<file path="config.mk">
export PLATFORM = sky130hd
export DESIGN_NAME = glitchcore_wb_host
export DESIGN_NICKNAME = d
export VERILOG_FILES = /design/src/rtl/glitchcore_wb_pkg.sv /design/src/rtl/glitchcore_wb_host.sv
export SDC_FILE = /design/constraint.sdc
export NUM_CORES = 1
export LEC_CHECK = 0
export ABC_AREA = 0
export CAP_MARGIN = 5
export CORE_MARGIN = 8
export CORE_UTILIZATION = 35
export DETAILED_ROUTE_END_ITERATION = 8
export GPL_TIMING_DRIVEN = 0
export MAX_ROUTING_LAYER = met4
export PLACE_DENSITY = 0.73
export REMOVE_ABC_BUFFERS = 1
export SYNTH_ARGS = -nofsm -noshare
export SYNTH_HDL_FRONTEND = slang
export SYNTH_SLANG_ARGS = --single-unit
export TNS_END_PERCENT = 50
</file>
<file path="constraint.sdc">
create_clock -name clk -period 4.75 [get_ports clk]
set_input_delay 0.95 -clock clk [delete_from_list [all_inputs] [get_ports clk]]
set_output_delay 0.95 -clock clk [all_outputs]
set_load 0.05 [all_outputs]
</file>
<file path="src/rtl/glitchcore_wb_pkg.sv">
// Shared types and constants for the glitchcore Wishbone host and its register map.
// Imported by the host RTL and by benches that model the glitchcore slave.
package glitchcore_wb_pkg;

   localparam int GC_ADDR_W  = 32;
   localparam int GC_DATA_W  = 32;
   localparam int GC_TIMEOUT = 16;
   localparam int GC_TIMER_W = 8;

   typedef enum logic [1:0] {
      ST_IDLE = 2'd0,
      ST_BUS  = 2'd1,
      ST_RESP = 2'd2
   } host_state_e;

   // glitchcore register map: control/config pairs per functional block
   localparam logic [31:0] GC_ARM_CTRL_ADR   = 32'h0000_0010;
   localparam logic [31:0] GC_ARM_CFG_ADR    = 32'h0000_0014;
   localparam logic [31:0] GC_TRIG_CTRL_ADR  = 32'h0000_0020;
   localparam logic [31:0] GC_TRIG_CFG_ADR   = 32'h0000_0024;
   localparam logic [31:0] GC_PULSE_CTRL_ADR = 32'h0000_0030;
   localparam logic [31:0] GC_PULSE_CFG_ADR  = 32'h0000_0034;

   function automatic logic gc_is_mapped(input logic [31:0] adr);
      logic hit;
      case (adr)
         GC_ARM_CTRL_ADR, GC_ARM_CFG_ADR,
         GC_TRIG_CTRL_ADR, GC_TRIG_CFG_ADR,
         GC_PULSE_CTRL_ADR, GC_PULSE_CFG_ADR: hit = 1'b1;
         default:                             hit = 1'b0;
      endcase
      return hit;
   endfunction

endpackage

</file>
<file path="src/rtl/glitchcore_wb_host.sv">
// Wishbone classic initiator: one host command becomes one bounded bus cycle and one response.
// A saturating 8-bit timer aborts cycles to a silent slave and reports rsp_err.
module glitchcore_wb_host
   import glitchcore_wb_pkg::*;
#(
   parameter int ADDR_W  = GC_ADDR_W,
   parameter int DATA_W  = GC_DATA_W,
   parameter int TIMEOUT = GC_TIMEOUT
) (
   input  logic                clk,
   input  logic                rst,
   input  logic                cmd_valid,
   output logic                cmd_ready,
   input  logic                cmd_we,
   input  logic [ADDR_W-1:0]   cmd_adr,
   input  logic [DATA_W-1:0]   cmd_dat,
   input  logic [DATA_W/8-1:0] cmd_sel,
   output logic                rsp_valid,
   input  logic                rsp_ready,
   output logic [DATA_W-1:0]   rsp_dat,
   output logic                rsp_err,
   output logic [ADDR_W-1:0]   wb_adr_o,
   output logic [DATA_W-1:0]   wb_dat_o,
   output logic [DATA_W/8-1:0] wb_sel_o,
   output logic                wb_we_o,
   output logic                wb_cyc_o,
   output logic                wb_stb_o,
   input  logic [DATA_W-1:0]   wb_dat_i,
   input  logic                wb_ack_i
);

   localparam int SEL_W = DATA_W / 8;
   localparam logic [GC_TIMER_W-1:0] TIMER_LAST = GC_TIMER_W'(TIMEOUT - 1);
   localparam logic [GC_TIMER_W-1:0] TIMER_MAX  = {GC_TIMER_W{1'b1}};

   host_state_e           state_q, state_d;
   logic                  cmd_ready_q, cmd_ready_d;
   logic                  rsp_valid_q, rsp_valid_d;
   logic                  rsp_err_q, rsp_err_d;
   logic [DATA_W-1:0]     rsp_dat_q, rsp_dat_d;
   logic [ADDR_W-1:0]     adr_q, adr_d;
   logic [DATA_W-1:0]     dat_q, dat_d;
   logic [SEL_W-1:0]      sel_q, sel_d;
   logic                  we_q, we_d;
   logic                  cyc_q, cyc_d;
   logic [GC_TIMER_W-1:0] timer_q, timer_d;

   logic accept_s;
   logic timeout_s;

   assign accept_s  = cmd_valid & cmd_ready_q;
   assign timeout_s = (timer_q == TIMER_LAST);

   // State and registered outputs; reset drops CYC/STB asynchronously.
   always_ff @(posedge clk or posedge rst) begin
      if (rst) begin
         state_q     <= ST_IDLE;
         cmd_ready_q <= 1'b1;
         rsp_valid_q <= 1'b0;
         rsp_err_q   <= 1'b0;
         rsp_dat_q   <= {DATA_W{1'b0}};
         adr_q       <= {ADDR_W{1'b0}};
         dat_q       <= {DATA_W{1'b0}};
         sel_q       <= {SEL_W{1'b0}};
         we_q        <= 1'b0;
         cyc_q       <= 1'b0;
         timer_q     <= {GC_TIMER_W{1'b0}};
      end else begin
         state_q     <= state_d;
         cmd_ready_q <= cmd_ready_d;
         rsp_valid_q <= rsp_valid_d;
         rsp_err_q   <= rsp_err_d;
         rsp_dat_q   <= rsp_dat_d;
         adr_q       <= adr_d;
         dat_q       <= dat_d;
         sel_q       <= sel_d;
         we_q        <= we_d;
         cyc_q       <= cyc_d;
         timer_q     <= timer_d;
      end
   end

   // Next-state decision.
   always_comb begin
      state_d = state_q;
      case (state_q)
         ST_IDLE: begin
            if (accept_s) state_d = ST_BUS;
            else          state_d = ST_IDLE;
         end
         ST_BUS: begin
            if (wb_ack_i || timeout_s) state_d = ST_RESP;
            else                       state_d = ST_BUS;
         end
         ST_RESP: begin
            if (rsp_ready) state_d = ST_IDLE;
            else           state_d = ST_RESP;
         end
         default: state_d = ST_IDLE;
      endcase
   end

   // Next values of the registered outputs; ack outside BUS is deliberately not looked at.
   always_comb begin
      cmd_ready_d = cmd_ready_q;
      rsp_valid_d = rsp_valid_q;
      rsp_err_d   = rsp_err_q;
      rsp_dat_d   = rsp_dat_q;
      adr_d       = adr_q;
      dat_d       = dat_q;
      sel_d       = sel_q;
      we_d        = we_q;
      cyc_d       = cyc_q;
      timer_d     = timer_q;
      case (state_q)
         ST_IDLE: begin
            if (accept_s) begin
               adr_d       = cmd_adr;
               dat_d       = cmd_dat;
               sel_d       = cmd_sel;
               we_d        = cmd_we;
               cyc_d       = 1'b1;
               timer_d     = {GC_TIMER_W{1'b0}};
               cmd_ready_d = 1'b0;
            end else begin
               cmd_ready_d = 1'b1;
            end
         end
         ST_BUS: begin
            // An ack arriving on the timeout edge still completes normally.
            if (wb_ack_i) begin
               cyc_d       = 1'b0;
               rsp_dat_d   = we_q ? {DATA_W{1'b0}} : wb_dat_i;
               rsp_err_d   = 1'b0;
               rsp_valid_d = 1'b1;
            end else if (timeout_s) begin
               cyc_d       = 1'b0;
               rsp_dat_d   = {DATA_W{1'b0}};
               rsp_err_d   = 1'b1;
               rsp_valid_d = 1'b1;
            end else if (timer_q != TIMER_MAX) begin
               timer_d = timer_q + {{(GC_TIMER_W-1){1'b0}}, 1'b1};
            end else begin
               timer_d = timer_q;
            end
         end
         ST_RESP: begin
            if (rsp_ready) begin
               rsp_valid_d = 1'b0;
               cmd_ready_d = 1'b1;
            end else begin
               rsp_valid_d = 1'b1;
            end
         end
         default: begin
            cyc_d       = 1'b0;
            cmd_ready_d = 1'b1;
            rsp_valid_d = 1'b0;
         end
      endcase
   end

   assign cmd_ready = cmd_ready_q;
   assign rsp_valid = rsp_valid_q;
   assign rsp_err   = rsp_err_q;
   assign rsp_dat   = rsp_dat_q;
   assign wb_adr_o  = adr_q;
   assign wb_dat_o  = dat_q;
   assign wb_sel_o  = sel_q;
   assign wb_we_o   = we_q;
   assign wb_cyc_o  = cyc_q;
   assign wb_stb_o  = cyc_q;

endmodule

</file>
==> flow_metrics.tcl <==
set metrics [dict create \
    postCtsSetupBuffers 0 \
    finalWorstSetupSlack_ns 1.96 \
    cp_cell_sequence "clkdlybuf4s50_1 > and2_1 > a21oi_4 > nand2b_1 > a221o_1" \
    antenna_cells 0 \
    setup_viol 0 \
    fin_worst_skew_ns 0.00884 \
    avgRoutedWirePerCell_um 18.0 \
    num_io_pins 212 \
    power-per-cell-area_mw_per_mm2 860 \
    area_delta_synth_final_pct 65.2 \
    timing.hold.ws_ns 0.501 \
    hold_bufs_inserted_after_cts 0 \
    layout.area.seq_mm2 0.00288 \
    cts_inserted_buffers 17 \
    drt_iter0_markers 135 \
    via_count 3370 \
    std_cell_rows 41 \
    route.antenna.remaining_nets 0 \
    ctsResizeCount 0 \
    clkSinkCount 115 \
    fillCellCount 1047 \
    sequential_fraction_of_the_synthesis_area 0.638 \
    gr-total-overflow 0 \
    cts_root_buf "sky130_fd_sc_hd__clkbuf_16" \
    crit_family "compound AO/OA/AOI/OAI gates" \
    timing.final.crit_period_ns 2.79 \
    transition_time_at_the_pin_with_the_least_slew_margin_ns 0.885 \
    max_freq_ghz 0.358 \
    leakage_dissipation_uw 0.00320 \
    grt_setup_unrepaired "false" \
    finalWeightedCongestion 0.776 \
    mostFrequentLayoutCell "sky130_fd_sc_hd__clkdlybuf4s50_1" \
    critPathMaxStageDelay_ns 0.69 \
    status "completed" \
    maxSlewViolCount 0 \
    placement.setup.worst_slack_ns 1.52 \
    cts_tree "done" \
    port-buffer-count 211 \
    globalRouteTotalUtil 0.158 \
    clkTransAtPathRegs_ns 0.05 \
    floorplan.die.width_um 130 \
    drt_pre_antenna_iters 4 \
    avgSynthCellArea_um2 15.1 \
    count_of_buffering_cells_on_the_critical_path_with_inverters_included 1 \
    antenna_violations_before_repair 0 \
    dominantRegCellSynth "sky130_fd_sc_hd__dfrtp_1" \
    worst_ep_arrival_time_ns 3.07 \
    synthesis.yosys.warnings 0 \
    finalHoldViolations 0 \
    number_of_global_route_vias_before_repair 3742 \
    cts_buffer_depth 2 \
    pin_count_of_the_biggest_net_entering_global_routing 65 \
    fp.dieArea_mm2 0.0168 \
    async_flop_share 1.00 \
    area_of_the_multi_input_gates_mm2 0.00155 \
    syn_std_cell_area_mm2 0.00452 \
    layout-drive-gt1-share 0.214 \
    timing.critical_path.slowest_stage_cell "sky130_fd_sc_hd__a21oi_4" \
    drcViolationCount 0 \
    setup.worst_path.start_class "primary input" \
    synth_seq_cells 115 \
    ctsHtreeMaxLevel 4 \
    die_h_um 130 \
    critPathMaxFanout 34 \
    effective_utilization_at_floorplan 0.358 \
    layout.cells.most_common_list "sky130_fd_sc_hd__clkdlybuf4s50_1, sky130_fd_sc_hd__dfrtp_1, sky130_fd_sc_hd__mux2_2, sky130_fd_sc_hd__a22o_1, sky130_fd_sc_hd__clkbuf_16" \
    drt-vias-per-instance 4.81 \
    max_slew_margin 0.409 \
    timing.critical_path.to_type "register" \
    core_region_area_mm2 0.0126 \
    synthDistinctLibCells 38 \
    edff_count_synth 0 \
    ir_drop_mv 0.445 \
    worstPathRequired_ns 5.03 \
    hold_class "reg -> reg" \
    period_share 0.587 \
    dp_hpwl_mm 9.29 \
    fin_setup_tns_ns 0 \
    clock_latency_late_sink_ns 0.41 \
    timing.setup.critical_path_class "in -> reg" \
    max_cap_violations 0 \
    drt-total-wl_mm 12.6 \
    synthesis.instances 300 \
    fin_nets 626 \
    first_pass_grt_wire_length_mm 19.9 \
]
[Yosys cell counts, types with 2 or more instances]
cell type                  instances  area, um^2
sky130_fd_sc_hd__dfrtp_1         114        2850
sky130_fd_sc_hd__mux2_2           70         788
sky130_fd_sc_hd__a22o_1           33         289
sky130_fd_sc_hd__buf_2             9        45.0
sky130_fd_sc_hd__and3_1            6        37.5
sky130_fd_sc_hd__buf_1             5        18.8
sky130_fd_sc_hd__ha_1              5        62.6
sky130_fd_sc_hd__inv_1             5        18.8
sky130_fd_sc_hd__a21oi_1           4        20.0
sky130_fd_sc_hd__a221o_1           4        40.0
sky130_fd_sc_hd__nand2_1           4        15.0
sky130_fd_sc_hd__nand3_1           4        20.0
sky130_fd_sc_hd__nor2_1            4        15.0
sky130_fd_sc_hd__nor2b_1           3        18.8
sky130_fd_sc_hd__a211o_1           2        17.5
sky130_fd_sc_hd__and2_1            2        12.5
sky130_fd_sc_hd__and2b_1           2        15.0
sky130_fd_sc_hd__buf_4             2        15.0
sky130_fd_sc_hd__nand2b_1          2        12.5
sky130_fd_sc_hd__nor4_1            2        12.5
[metal layers]
layer / track usage / share of wire / vias up
met3: 0.0740 / 0.11 / 18
li1: - / - / 1532
met5: - / 0 / -
met4: 0.0642 / 0.018 / 0
met2: 0.243 / 0.46 / 169
met1: 0.174 / 0.41 / 1651
[area by class of cell]
cell class / count / share of cell area
sequential: 115 / 0.386
timing repair buffer: 214 / 0.292
clock buffer: 23 / 0.0668
clock inverter: 9 / 0.0168
tap: 172 / 0.0289
inverter: 5 / 0.00285
multi-input combinational: 162 / 0.207
[registers in the layout (all words and copies together), names as in the netlist]
signal	flops
rsp_valid	1
wb_dat_o	32
rsp_dat	32
wb_cyc_o	1
timer_q	8
wb_we_o	1
wb_sel_o	4
rsp_err	1
state_q	2
wb_adr_o	32
cmd_ready	1
[power breakdown]
part / internal [uW] / switching (uW)
Sequential: 1430 / 236
Combinational: 1270 / 2160
Clock: 890 / 422
[through the flow]
stage	util	cell area, um^2	std cells	power (uW)
CTS	0.591	7460	700	6490
finish	0.591	7460	700	6410
global placement	0.535	6760	665	5110
detailed placement	0.542	6840	668	5140
global route	0.591	7460	700	6700
floorplan	-	4430	282	3930
[path summary, 6_finish.rpt]
kind,to,slack [ns],cells after the start,startpoint
worst max-delay path,timer_q[4],1.96,5,wb_ack_i
worst min-delay path,wb_dat_o[28],0.50,1,wb_dat_o[28]
worst max register to register,timer_q[4],2.09,5,state_q[0]
worst min register to register,wb_dat_o[28],0.50,1,wb_dat_o[28]
max in group asynchronous,rsp_dat[28],3.02,3,rst
min in group asynchronous,wb_dat_o[8],1.01,2,rst
[cell families after synthesis]
family                     share of synthesized area
DFF                                            0.638
muxes                                          0.175
AOI/OAI and AO/OA                              0.102
and+or+nand+nor                               0.0485
buffers and inverters                         0.0235
adders and majority gates                     0.0139
No activity file was read; power rests on OpenSTA's default activity.
